### config.mk
export PLATFORM = sky130hd
export DESIGN_NAME = game_sequencer
export DESIGN_NICKNAME = d
export VERILOG_FILES = /design/src/rtl/breakout_pkg.sv /design/src/rtl/game_sequencer_select_edge.sv /design/src/rtl/game_sequencer.sv
export SDC_FILE = /design/constraint.sdc
export NUM_CORES = 1
export LEC_CHECK = 0
export BUFFER_PORTS_ARGS = -buffer_cell sky130_fd_sc_hd__clkbuf_2
export CORE_MARGIN = 5
export CORE_UTILIZATION = 35
export CTS_CLUSTER_SIZE = 8
export DETAILED_ROUTE_END_ITERATION = 8
export SLEW_MARGIN = 20
export SYNTH_ARGS = -nofsm -noshare
export SYNTH_HDL_FRONTEND = slang
export SYNTH_SLANG_ARGS = --single-unit
export TNS_END_PERCENT = 30
### constraint.sdc
create_clock -name clk -period 2.7 [get_ports clk]
set_input_delay 0.27 -clock clk [delete_from_list [all_inputs] [get_ports clk]]
set_output_delay 0.27 -clock clk [all_outputs]
set_load 0.03 [all_outputs]
### src/rtl/breakout_pkg.sv
// ----------------------------------------------------------------------------
// breakout_pkg
// Shared definitions for the breakout game-flow controller:
//   - game FSM state encoding (also exported on the debug `state` port)
//   - block field geometry (16 rows x 13 columns = 208 blocks)
//   - BLOCK_INIT: checkerboard start field, block r*13+c present iff (r+c) odd
// ----------------------------------------------------------------------------
package breakout_pkg;

   localparam int NUM_BLOCKS = 208;
   localparam int BLOCK_ROWS = 16;
   localparam int BLOCK_COLS = 13;

   // Number of blocks present in BLOCK_INIT (half of the checkerboard).
   localparam logic [6:0] BLOCK_COUNT_INIT = 7'd104;

   typedef enum logic [2:0] {
      ST_IDLE      = 3'd0,
      ST_SERVE     = 3'd1,
      ST_PLAY      = 3'd2,
      ST_DEATH     = 3'd3,
      ST_GAME_OVER = 3'd4,
      ST_WIN       = 3'd5
   } game_state_e;

   // Build the checkerboard start field at elaboration time.
   function automatic logic [NUM_BLOCKS-1:0] block_init_f();
      logic [NUM_BLOCKS-1:0] v;
      v = '0;
      for (int r = 0; r < BLOCK_ROWS; r++) begin
         for (int c = 0; c < BLOCK_COLS; c++) begin
            v[r*BLOCK_COLS + c] = (((r + c) % 2) != 0);
         end
      end
      return v;
   endfunction

   localparam logic [NUM_BLOCKS-1:0] BLOCK_INIT = block_init_f();

endpackage

### src/rtl/game_sequencer_select_edge.sv
// ----------------------------------------------------------------------------
// select_edge
// Turns the raw asynchronous select button into a one-cycle `sel` event.
// The button is brought into the clk domain by a 2-flop synchronizer and is
// sampled only on frame_pulse cycles, which debounces it at frame rate.
// `sel` fires on a frame_pulse cycle whose sample is 1 while the previous
// sample was 0. With en low every flop holds and no sample is taken.
// Ports:
//   clk, nRst    : pixel clock, asynchronous active-low reset
//   en           : global enable
//   frame_pulse  : one-cycle pulse per frame
//   btn_select   : raw button (asynchronous)
//   sel          : one-cycle rising-edge event (combinational, same cycle
//                  as the frame_pulse that detects it)
// ----------------------------------------------------------------------------
module select_edge (
   input  logic clk,
   input  logic nRst,
   input  logic en,
   input  logic frame_pulse,
   input  logic btn_select,
   output logic sel
);

   logic sync1_q, sync1_d;
   logic sync2_q, sync2_d;
   logic sample_q, sample_d;

   // Synchronizer and frame-rate sample registers.
   always_ff @(posedge clk or negedge nRst) begin
      if (!nRst) begin
         sync1_q  <= 1'b0;
         sync2_q  <= 1'b0;
         sample_q <= 1'b0;
      end else begin
         sync1_q  <= sync1_d;
         sync2_q  <= sync2_d;
         sample_q <= sample_d;
      end
   end

   // Next-state: shift the synchronizer and take a sample on frame pulses.
   always_comb begin
      sync1_d  = sync1_q;
      sync2_d  = sync2_q;
      sample_d = sample_q;
      if (en) begin
         sync1_d = btn_select;
         sync2_d = sync1_q;
         if (frame_pulse) begin
            sample_d = sync2_q;
         end else begin
            sample_d = sample_q;
         end
      end else begin
         sync1_d  = sync1_q;
         sync2_d  = sync2_q;
         sample_d = sample_q;
      end
   end

   assign sel = en & frame_pulse & sync2_q & ~sample_q;

endmodule

### src/rtl/game_sequencer.sv
// ----------------------------------------------------------------------------
// game_sequencer
// Breakout game-flow controller: IDLE -> SERVE -> PLAY -> (DEATH -> SERVE |
// GAME_OVER) or WIN, owning the 208-bit block-state register, the remaining
// block count, lives, death timer and (optionally) the score.
// Parameters:
//   LIVES        : lives loaded at game start (1..3)
//   DEATH_FRAMES : frame pulses spent in DEATH (1..255)
// Ports:
//   clk, nRst           : pixel clock, asynchronous active-low reset
//   en                  : low -> all registers hold, do_move = 0
//   frame_pulse         : one-cycle pulse per frame
//   btn_select          : raw select button
//   block_hit/_idx      : ball touched block idx (row*13+col)
//   ball_lost           : ball passed the bottom edge
//   block_state         : bit i = block i present
//   do_move, ball_reset : ball motion gate / hold ball at serve position
//   lives, score, state : overlay / debug
// Configuration macro: GAME_SCORE_EN -- when defined, a 10-bit saturating
// score counter is built; otherwise `score` is tied to 0.
// ----------------------------------------------------------------------------
module game_sequencer
   import breakout_pkg::*;
#(
   parameter int LIVES        = 3,
   parameter int DEATH_FRAMES = 60
) (
   input  logic                  clk,
   input  logic                  nRst,
   input  logic                  en,
   input  logic                  frame_pulse,
   input  logic                  btn_select,
   input  logic                  block_hit,
   input  logic [7:0]            block_hit_idx,
   input  logic                  ball_lost,
   output logic [NUM_BLOCKS-1:0] block_state,
   output logic                  do_move,
   output logic                  ball_reset,
   output logic [1:0]            lives,
   output logic [9:0]            score,
   output logic [2:0]            state
);

   localparam logic [1:0] LIVES_INIT = 2'(LIVES);
   localparam logic [7:0] DEATH_INIT = 8'(DEATH_FRAMES);

   game_state_e           state_q, state_d;
   logic [NUM_BLOCKS-1:0] block_q, block_d;
   logic [6:0]            count_q, count_d;
   logic [1:0]            lives_q, lives_d;
   logic [7:0]            timer_q, timer_d;
   logic                  sel;
   logic                  hit_valid;
`ifdef GAME_SCORE_EN
   logic [9:0]            score_q, score_d;
`endif

   select_edge u_select_edge (
      .clk         (clk),
      .nRst        (nRst),
      .en          (en),
      .frame_pulse (frame_pulse),
      .btn_select  (btn_select),
      .sel         (sel)
   );

   // State and datapath registers.
   always_ff @(posedge clk or negedge nRst) begin
      if (!nRst) begin
         state_q <= ST_IDLE;
         block_q <= BLOCK_INIT;
         count_q <= BLOCK_COUNT_INIT;
         lives_q <= LIVES_INIT;
         timer_q <= 8'd0;
`ifdef GAME_SCORE_EN
         score_q <= 10'd0;
`endif
      end else begin
         state_q <= state_d;
         block_q <= block_d;
         count_q <= count_d;
         lives_q <= lives_d;
         timer_q <= timer_d;
`ifdef GAME_SCORE_EN
         score_q <= score_d;
`endif
      end
   end

   // Next-state and datapath updates; nothing moves while en is low.
   always_comb begin
      state_d   = state_q;
      block_d   = block_q;
      count_d   = count_q;
      lives_d   = lives_q;
      timer_d   = timer_q;
`ifdef GAME_SCORE_EN
      score_d   = score_q;
`endif
      // Out-of-range indices never reach the bit select (short-circuit).
      hit_valid = block_hit && (block_hit_idx < 8'd208) && block_q[block_hit_idx];

      if (en) begin
         case (state_q)
            ST_IDLE: begin
               if (sel) begin
                  state_d = ST_SERVE;
                  block_d = BLOCK_INIT;
                  count_d = BLOCK_COUNT_INIT;
                  lives_d = LIVES_INIT;
`ifdef GAME_SCORE_EN
                  score_d = 10'd0;
`endif
               end else begin
                  state_d = ST_IDLE;
               end
            end
            ST_SERVE: begin
               if (sel) begin
                  state_d = ST_PLAY;
               end else begin
                  state_d = ST_SERVE;
               end
            end
            ST_PLAY: begin
               if (hit_valid) begin
                  block_d[block_hit_idx] = 1'b0;
                  count_d = count_q - 7'd1;
`ifdef GAME_SCORE_EN
                  if (score_q != 10'd1023) begin
                     score_d = score_q + 10'd1;
                  end else begin
                     score_d = score_q;
                  end
`endif
               end else begin
                  block_d = block_q;
               end
               // Clearing the last block wins even if the ball is lost
               // in the same cycle.
               if (hit_valid && (count_q == 7'd1)) begin
                  state_d = ST_WIN;
               end else if (ball_lost) begin
                  state_d = ST_DEATH;
                  timer_d = DEATH_INIT;
                  if (lives_q != 2'd0) begin
                     lives_d = lives_q - 2'd1;
                  end else begin
                     lives_d = 2'd0;
                  end
               end else begin
                  state_d = ST_PLAY;
               end
            end
            ST_DEATH: begin
               // Leave on the DEATH_FRAMES-th frame pulse after entry.
               if (frame_pulse) begin
                  if (timer_q <= 8'd1) begin
                     timer_d = 8'd0;
                     if (lives_q == 2'd0) begin
                        state_d = ST_GAME_OVER;
                     end else begin
                        state_d = ST_SERVE;
                     end
                  end else begin
                     timer_d = timer_q - 8'd1;
                  end
               end else begin
                  timer_d = timer_q;
               end
            end
            ST_GAME_OVER, ST_WIN: begin
               if (sel) begin
                  state_d = ST_IDLE;
               end else begin
                  state_d = state_q;
               end
            end
            default: begin
               state_d = ST_IDLE;
            end
         endcase
      end else begin
         state_d = state_q;
      end
   end

   // Output decode from registered state.
   always_comb begin
      do_move    = 1'b0;
      ball_reset = 1'b0;
      case (state_q)
         ST_IDLE, ST_SERVE: begin
            ball_reset = 1'b1;
         end
         ST_PLAY: begin
            do_move = en;
         end
         default: begin
            do_move    = 1'b0;
            ball_reset = 1'b0;
         end
      endcase
   end

   assign block_state = block_q;
   assign lives       = lives_q;
   assign state       = state_q;
`ifdef GAME_SCORE_EN
   assign score       = score_q;
`else
   assign score       = 10'd0;
`endif

endmodule

### Word level (Yosys, flattened, before mapping)

Cells that the tools add are included.

| operators by class | value |
|---|---|
| $add $sub $neg | 3 |
| muxes and demuxes | 31 |
| bitwise operators | 6 |
| reduce and logical (&&, ||, !) cells | 16 |
| order comparisons | 4 |
| equality and inequality tests | 13 |

Operators by type and width:

| cell | number |
|---|---|
| 208-bit 2-to-1 mux | 2 |
| 208-bit case mux with 2 select lines | 1 |
| 208-bit AND | 1 |
| 208-bit NOT | 1 |
| 8-bit 2-to-1 mux | 4 |
| 8-bit case mux with 2 select lines | 1 |
| 3-bit 2-to-1 mux | 5 |
| 3-bit case mux with 5 select lines | 1 |
| 7-bit 2-to-1 mux | 2 |
| 2-bit inequality test, second input constant | 7 |
| 7-bit case mux with 2 select lines | 1 |
| 2-bit 2-to-1 mux | 5 |
| 5-bit AND reduction | 2 |
| 8-bit by 9-bit < comparator with 1-bit output, second input constant | 1 |
| 1-bit binary-select mux with 8-bit select | 1 |
| 1-bit demux with 8-bit select | 1 |
| 8-bit by 1-bit >= comparator with 1-bit output, second input constant | 1 |
| 8-bit by 1-bit <= comparator with 1-bit output, second input constant | 1 |
| 8-bit < comparator, second input constant | 1 |
| 4-bit AND reduction | 2 |
| 8-bit by 1-bit subtractor with 8-bit output, second input constant | 1 |
| 7-bit by 1-bit == test with 1-bit output, second input constant | 1 |
| 7-bit by 1-bit subtractor with 7-bit output, second input constant | 1 |
| 3-bit by 2-bit == test with 1-bit output, second input constant | 2 |
| other kinds (13) | 27 |

| word-level totals | value |
|---|---|
| logic and storage cells | 81 |
| input port bits | 15 |
| output and inout port bits | 225 |
| register bits | 231 |

### Longest topological paths before layout

Gate-level depths: netlist (run 1).

| logic depth | value |
|---|---|
| depth after elaboration | 8 |
| gate-level depth with buffers | 14 |

### Cells and area by module

A second synthesis (run 1) with hierarchy kept.

| second synthesis, totals | value |
|---|---|
| cells, all modules | 1127 |
| area total of the unflattened synthesis | 11800.1 um^2 |

Modules (own cells, without submodules):

| module | area each (um^2) | instances | cells each | sequential area each (um^2) |
|---|---|---|---|---|
| game_sequencer | 11673.7 | 1 | 1119 | 5841.9 |
| select_edge | 126.4 | 1 | 8 | 75.1 |

### Worst setup path after synthesis (run 1)

No wires, ideal clock.

| timing | value |
|---|---|
| kind | input-to-reg |
| from | in block_hit_idx[1] |
| to | reg timer_q[5] |
| arrival time | 2.882 ns |
| path buffers | 3 |
| path slack | -0.303 ns |
| cell stages on the path | 11 |
| setup time | 0.122 ns |
| path through | buf_4 buf_2 mux4_2 mux2_2 a21oi_1 o32ai_1 o31ai_2 o211ai_1 buf_2 or4_1 a32o_1 |

| on the way | value |
|---|---|
| longest elaborated chain between the ends | 6 |

Ends and longest elaborated chain:

| item | RTL line | RTL |
|---|---|---|
| from (decl) | game_sequencer.sv:34 | `input logic [7:0] block_hit_idx,` |
| 1-bit binary-select mux with 8-bit select / 8-bit < comparator (equally long branches) | game_sequencer.sv:101 | `hit_valid = block_hit && (block_hit_idx < 8'd208) && block_q[block_hit_idx];` |
| 1-bit 2-to-1 mux (not written as such) / 1-bit logical AND (equally long branches) | game_sequencer.sv:101 |  |
| 1-bit logical AND * | game_sequencer.sv:101 |  |
| 1-bit logical AND * | game_sequencer.sv:141 | `if (hit_valid && (count_q == 7'd1)) begin` |
| 2-bit inequality test (no source line) * | n/a |  |
| 5-bit AND reduction (no source line) * | n/a |  |
| to (signal assigned) | game_sequencer.sv:83 | `timer_q <= timer_d;` |
| to (decl) | game_sequencer.sv:51 | `logic [7:0] timer_q, timer_d;` |

Mark *: on every way between the ends. The rest lies on a longest branch, timed or not. The select of a mux whose other input is x is not followed.
A chain may end at the register's enable or synchronous reset.

### Worst setup path after layout (run 1)

| timing | value |
|---|---|
| from | reg block_q[62], in the netlist block_state[62] |
| to | reg timer_q[5] |

| on the way | value |
|---|---|
| longest elaborated chain between the ends | 6 |

Ends and longest elaborated chain:

| item | RTL line | RTL |
|---|---|---|
| from (decl) | game_sequencer.sv:48 | `logic [NUM_BLOCKS-1:0] block_q, block_d;` |
| from (signal assigned) | game_sequencer.sv:80 | `block_q <= block_d;` |
| 1-bit binary-select mux with 8-bit select | game_sequencer.sv:101 |  |
| 1-bit 2-to-1 mux (not written as such) | game_sequencer.sv:101 |  |
| 1-bit logical AND | game_sequencer.sv:101 |  |
| 1-bit logical AND | game_sequencer.sv:141 |  |
| 2-bit inequality test (no source line) | n/a |  |
| 5-bit AND reduction (no source line) | n/a |  |

No other way between the ends. The select of a mux whose other input is x is not followed.

==> flow_metrics.py, run 1 <==
metrics = {
    "logic_synthesis": {
        "ys.warnings.count": 0,
        "synth.avg_cell_area_um2": 10.61,
        "synth_edf_count": 0,
        "synth_ff_type": "dfrtp_1",
        "postSynthCellCount": 1143,
        "yosysSeqAreaShare": 0.4878,
        "ys_ff_latch": 231,
        "async_reset_ff_frac": 1.000,
        "syn-cell-area_um2": 12130,
        "ys_types": 72,
    },
    "grt": {
        "grt_max_degree": 102,
        "globalRouteOverflowTotal": 0,
        "grt-busiest-layer": "met2",
        "grt_pass1_vias": 11739,
        "met2_usage": 0.3888,
        "antenna_found_initial": 0,
        "use_met1": 0.3389,
        "gr-usage-met3": 0.04757,
        "track_usage": 0.2437,
        "grt_pass1_wl_um": 73190,
    },
    "worst_setup_path": {
        "cp-endpoint": "timer_q[5]$_DFFE_PN0P_",
        "worstPathMaxFanout": 3,
        "regToRegEndpoint": "timer_q[5]$_DFFE_PN0P_",
        "crit_required_ns": 3.08,
        "reg2reg_from": "block_state[62]$_DFFE_PN0P_",
        "r2r_cells": 7,
        "reg2reg_slack_ns": -0.14,
        "crit_start": "block_state[62]$_DFFE_PN0P_",
        "crit_type": "flop to flop",
        "critPathArrivalTime_ns": 3.22,
        "cp-start-kind": "flop",
        "crit_path_end_kind": "flop",
    },
    "cells_and_area": {
        "antennaDiodeCount": 0,
        "fin_util": 0.4922,
        "nets": 1587,
        "layout_commonest_cell": "buf_4",
        "layout_common_cells": "buf_4, clkbuf_2, a21oi_1",
        "syn_to_final_growth_pct": 39.49,
        "drive_gt1_frac": 0.4627,
        "stdcell_area_um2": 16920,
    },
    "routing": {
        "vias": 11623,
        "routed_wl_um": 48300,
        "wl_per_cell_um": 23.56,
        "first_iter_violations": 996,
        "route.detailed.drc": 0,
        "ant_nets": 0,
        "vias_per_cell": 5.670,
        "first_pass_iters": 5,
    },
    "placed_design": {
        "post-place-ws_ns": -0.6268,
        "place_area_um2": 15450,
        "io_buffer_count": 229,
        "hpwlAfterDp_um": 34180,
        "place.gp.congestion": 0.9293,
    },
    "hold_path": {
        "whs_path_depth": 2,
        "min_path_type": "input pin to flop",
    },
    "timing": {
        "finalSetupViolations": 155,
        "worstMarginPinSlew_ns": 0.8033,
        "clock.fmax_mhz": 352.6,
        "final.min_clock_period_ns": 2.836,
        "slew_headroom": 0.4645,
        "skew_ns": 0.02720,
        "fin_crit_sh": 1.050,
        "drv_slew": 0,
        "fin_tns_setup_ns": -10.27,
        "rsz0062_at_grt": "yes",
        "hold_viol_final": 0,
        "setup_ws_ns": -0.1362,
    },
    "floorplanning": {
        "die_area_um2": 38480,
        "top_level_ports": 240,
        "rows": 68,
        "dieHeight_um": 196.2,
        "coreArea_um2": 34370,
        "fp.dieW_um": 196.2,
        "initial_core_util": 0.3529,
    },
    "clocking": {
        "htreeDepth": 2,
        "clock-sinks": 231,
        "cts_buffers": 35,
        "cts_tree": "yes",
        "clk_pin_slew_ns": 0.05,
        "clock_path_buffers": 3,
        "cts_root_buf": "clkbuf_16",
        "insertion_delay_ns": 0.52,
    },
    "power_and_ir_drop": {
        "p_per_area_nw_per_um2": 960.6,
        "p_leak_nw": 7.809,
        "ir_drop_v": 0.0006755,
        "power_w": 0.01625,
    },
    "job": {
        "maxCapViolCount": 0,
    },
    "run_status": {
        "status": "finished with violations",
        "violations": "setup timing",
    },
}
## final cells by class
class	count	area [um^2]
inverters	16	60.06
well taps	455	569.3
flip-flops and latches	231	5927
fillers	3202	17450
clock buffers	61	1005
repair buffers	492	3523
clock inverters	3	32.53
multi-input cells	792	5802
## logic make-up (layout without fill, tap and decap cells)
kind of cell / Yosys count / in the layout / share of synthesized area
adders and majority gates: 4 / 4 / 0.004126
DFF: 231 / 231 / 0.4878
other: 1 / 10 / 0.0003092
muxes: 82 / 82 / 0.1184
xor gates and xnor gates: 1 / 1 / 0.0007222
AOI/OAI and AO/OA: 385 / 385 / 0.2080
buffers and inverters: 129 / 572 / 0.05189
and+or+nand+nor: 310 / 310 / 0.1287
## worst min path at each step
stage | startpoint | end | slack (ns)
3_3_place_gp | nRst | block_state[126]$_DFFE_PN0P_ | 0.36
6_report | btn_select | u_select_edge.sync1_q$_DFFE_PN0P_ | 0.01
3_5_place_dp | nRst | block_state[126]$_DFFE_PN0P_ | 0.35
4_1_cts | btn_select | u_select_edge.sync1_q$_DFFE_PN0P_ | 0.00007
2_1_floorplan | nRst | block_state[0]$_DFFE_PN0P_ | -0.03
5_1_grt | btn_select | u_select_edge.sync1_q$_DFFE_PN0P_ | 0.008
## per-stage QoR
stage / hold slack (ns) / cells
2_1_floorplan: -0.02559 / 1152
3_3_place_gp: 0.3649 / 1971
3_5_place_dp: 0.3538 / 1971
4_1_cts: 0.00007006 / 2046
5_1_grt: 0.008176 / 2050
6_report: 0.01016 / 2050
## where the power goes
part | internal, W | switching [W] | leakage (nW)
registers | 0.00497 | 0.000751 | 2.81
logic | 0.00243 | 0.00397 | 4.51
clock network | 0.00252 | 0.00161 | 0.491
## per-layer routing
metal / routed length [um] / part of all wire / up-vias
met2: 22600 / 0.47 / 523
met3: 3707 / 0.077 / 93
met4: 1446 / 0.030 / 0
met1: 20540 / 0.43 / 5905
li1: - / - / 5102
met5: 0 / 0 / -
## state kept, by name, summed over array words and instances, names as in the netlist
| signal | count |
|---|---|
| block_state | 208 |
| state | 3 |
| count_q | 7 |
| u_select_edge.sync1_q | 1 |
| u_select_edge.sample_q | 1 |
| u_select_edge.sync2_q | 1 |
| timer_q | 8 |
| lives | 2 |
## repair_timing
item,4_1_cts,5_1_grt
endpoints found under the hold margin,50,0
setup endpoints to repair,224,224
gates resized for setup,39,11
setup buffers,3,5
pin swaps,63,9
gates cloned,7,0
hold buffers,1,0
## synth_stat cells, types with 10 or more instances
cell type | n | share of area
a21boi_0 | 13 | 0.0080
a21o_1 | 47 | 0.029
a21oi_1 | 149 | 0.061
buf_2 | 22 | 0.0091
buf_4 | 18 | 0.011
clkbuf_1 | 63 | 0.019
dfrtp_1 | 122 | 0.25
dfstp_2 | 109 | 0.24
inv_1 | 16 | 0.0050
mux2i_1 | 31 | 0.026
mux4_1 | 15 | 0.032
mux4_2 | 29 | 0.054
nand2_1 | 29 | 0.0090
nand2b_1 | 12 | 0.0062
nand3_1 | 22 | 0.0091
nand4_1 | 50 | 0.026
nor2_1 | 92 | 0.028
nor2b_1 | 10 | 0.0052
nor3_1 | 65 | 0.027
o21a_1 | 92 | 0.057
o21ai_0 | 23 | 0.0095
## critical path, cell delays in order (launching register included)
cell and delay [ns]:
dfrtp_2 0.41, mux4_2 0.46, mux4_2 0.48, o2111a_2 0.30
nor2_2 0.09, o211ai_1 0.17, or4_1 0.55, a32o_1 0.26
Note: power is estimated with default switching activity, not from simulation.
==> run 2: changes to the inputs <==
CTS_BUF_LIST = sky130_fd_sc_hd__clkbuf_8   (was unset)
RECOVER_POWER = 25   (was unset)
==> flow_metrics.py, run 2 (synthesis gave the netlist of run 1 again) <==
metrics = {
    "run_status": {
        "violations": "setup timing",
        "status": "finished with violations",
    },
    "hold_path": {
        "whs_path_depth": 3,
        "min_path_type": "input pin to flop",
    },
    "timing": {
        "clock.fmax_mhz": 353.1,
        "finalSetupViolations": 126,
        "whs_ns": 0.06978,
        "rsz0062_at_grt": "yes",
        "skew_ns": 0.03287,
        "fin_crit_sh": 1.049,
        "hold_viol_final": 0,
        "setup_ws_ns": -0.1320,
        "worstMarginPinSlew_ns": 1.455,
        "slew_headroom": 0.03018,
        "final.min_clock_period_ns": 2.832,
        "drv_slew": 0,
    },
    "routing": {
        "ant_nets": 0,
        "wl_per_cell_um": 23.53,
        "first_pass_iters": 5,
        "first_iter_violations": 1039,
        "vias_per_cell": 5.668,
        "routed_wl_um": 48760,
        "route.detailed.drc": 0,
        "vias": 11744,
    },
    "worst_setup_path": {
        "crit_path_end_kind": "flop",
        "worstPathMaxFanout": 8,
        "critPathArrivalTime_ns": 3.32,
        "crit_required_ns": 3.19,
        "cpPeakStageDelay_ns": 0.49,
        "cp_cell_sequence": "mux4_2 -> mux4_2 -> o221a_4 -> a211oi_2 -> buf_4 -> o211ai_4 -> nand2_4 -> buf_12 -> clkbuf_16 -> o21a_1",
        "crit_path_top_delay_cell": "mux4_2",
        "path_delay_family": "multiplexers",
        "cp-start-kind": "flop",
        "r2r_cells": 10,
        "crit_type": "flop to flop",
        "path_depth": 10,
        "critPathMostFrequentCell": "mux4_2",
        "critPathBufInv": 3,
    },
    "placed_design": {
        "placed_cells": 1971,
        "hpwlAfterDp_um": 34180,
        "place.gp.congestion": 0.9293,
        "io_buffer_count": 229,
        "post-place-ws_ns": -0.6268,
    },
    "power_and_ir_drop": {
        "clkPwrFrac": 0.228,
        "ir_drop_v": 0.0005784,
        "seq_power_share": 0.364,
        "p_leak_nw": 7.906,
        "p_per_area_nw_per_um2": 930.7,
        "internal_power_w": 0.009376,
        "power_w": 0.01571,
        "combinationalPowerShare": 0.408,
        "switchingPower_w": 0.006335,
        "sw_frac_of_total": 0.4032,
    },
    "job": {
        "maxCapViolCount": 0,
    },
    "clocking": {
        "cts_root_buf": "clkbuf_8",
        "cts_tree": "yes",
        "clock_path_buffers": 3,
        "clk_pin_slew_ns": 0.06,
        "clock-sinks": 231,
        "cts_buffers": 44,
        "insertion_delay_ns": 0.58,
        "htreeDepth": 2,
    },
    "grt": {
        "track_usage": 0.2417,
        "antenna_found_initial": 0,
        "globalRouteOverflowTotal": 0,
        "grt_pass1_vias": 11617,
        "grt_max_degree": 102,
        "grt_pass1_wl_um": 72510,
    },
    "floorplanning": {
        "initial_core_util": 0.3529,
        "rows": 68,
        "fp.dieW_um": 196.2,
        "dieHeight_um": 196.2,
        "coreArea_um2": 34370,
        "top_level_ports": 240,
        "die_area_um2": 38480,
    },
    "cells_and_area": {
        "fin_cells": 2072,
        "fillers": 3236,
        "nets": 1601,
        "largest_reg_flops": 208,
        "layout_common_cells": "buf_4, clkbuf_2, a21oi_1",
        "layout_commonest_cell": "buf_4",
        "seqCellArea_um2": 5927,
        "drive_gt1_frac": 0.4743,
        "syn_to_final_growth_pct": 39.17,
        "antennaDiodeCount": 0,
        "multiInputGateArea_um2": 5799,
    },
}
run 2: per-layer routing:
layer,GRT usage,share of wire
met1,0.3414,0.43
met5,0,0
met4,0.07861,0.031
met2,0.3809,0.46
met3,0.04053,0.073
run 2: power groups by stage:
stage	combinational (W)	sequential, W	clock (W)
finish	0.00641	0.00571	0.00359
global route	0.00681	0.00583	0.00379
CTS	0.00640	0.00571	0.00364
detailed placement	0.00628	0.00575	0
global placement	0.00620	0.00573	0
floorplan	0.00203	0.00734	0
run 2: final cells by class:
cell class	count	share of cell area
Clock buffer	53	0.04321
Clock inverter	28	0.01112
Inverter	16	0.003558
Multi-Input combinational cell	792	0.3436
Sequential cell	231	0.3511
Tap cell	455	0.03373
Timing Repair Buffer	497	0.2137
run 2: worst min-delay path, cell delays in order:
cell and delay [ns]:
clkbuf_2 0.10, inv_1 0.11, o311ai_1 0.13
run 2: metrics by stage:
stage	area, um^2	TNS [ns]	utilization
after detailed placement	15450	-95.54	0.4496
after global routing	16880	-20.32	0.4911
after CTS	16660	-7.944	0.4847
after global placement	15450	-85.53	0.4496
after floorplan	12190	-3.534	-
final	16880	-9.635	0.4911
run 2: timing repair:
| item | 4_1_cts | 5_1_grt |
|---|---|---|
| setup buffers | 2 | 6 |
| pin swaps | 68 | 26 |
| resized for setup | 38 | 10 |
| endpoints found under the hold margin | 51 | 0 |
| endpoints found under the setup margin | 224 | 220 |
| gates cloned | 5 | 6 |
| hold buffers | 2 | 0 |
run 2: worst paths after layout:
check,start,end,slack (ns)
setup / recovery,block_state[190]$_DFFE_PN0P_,block_state[0]$_DFFE_PN0P_,-0.13
hold / removal,ball_lost,lives[0]$_DFFE_PN1P_,0.07
setup reg to reg,block_state[190]$_DFFE_PN0P_,block_state[0]$_DFFE_PN0P_,-0.13
hold reg to reg,timer_q[7]$_DFFE_PN0P_,timer_q[7]$_DFFE_PN0P_,0.50
max in group asynchronous,nRst,block_state[140]$_DFFE_PN0P_,0.51
min in group asynchronous,nRst,block_state[126]$_DFFE_PN0P_,0.62
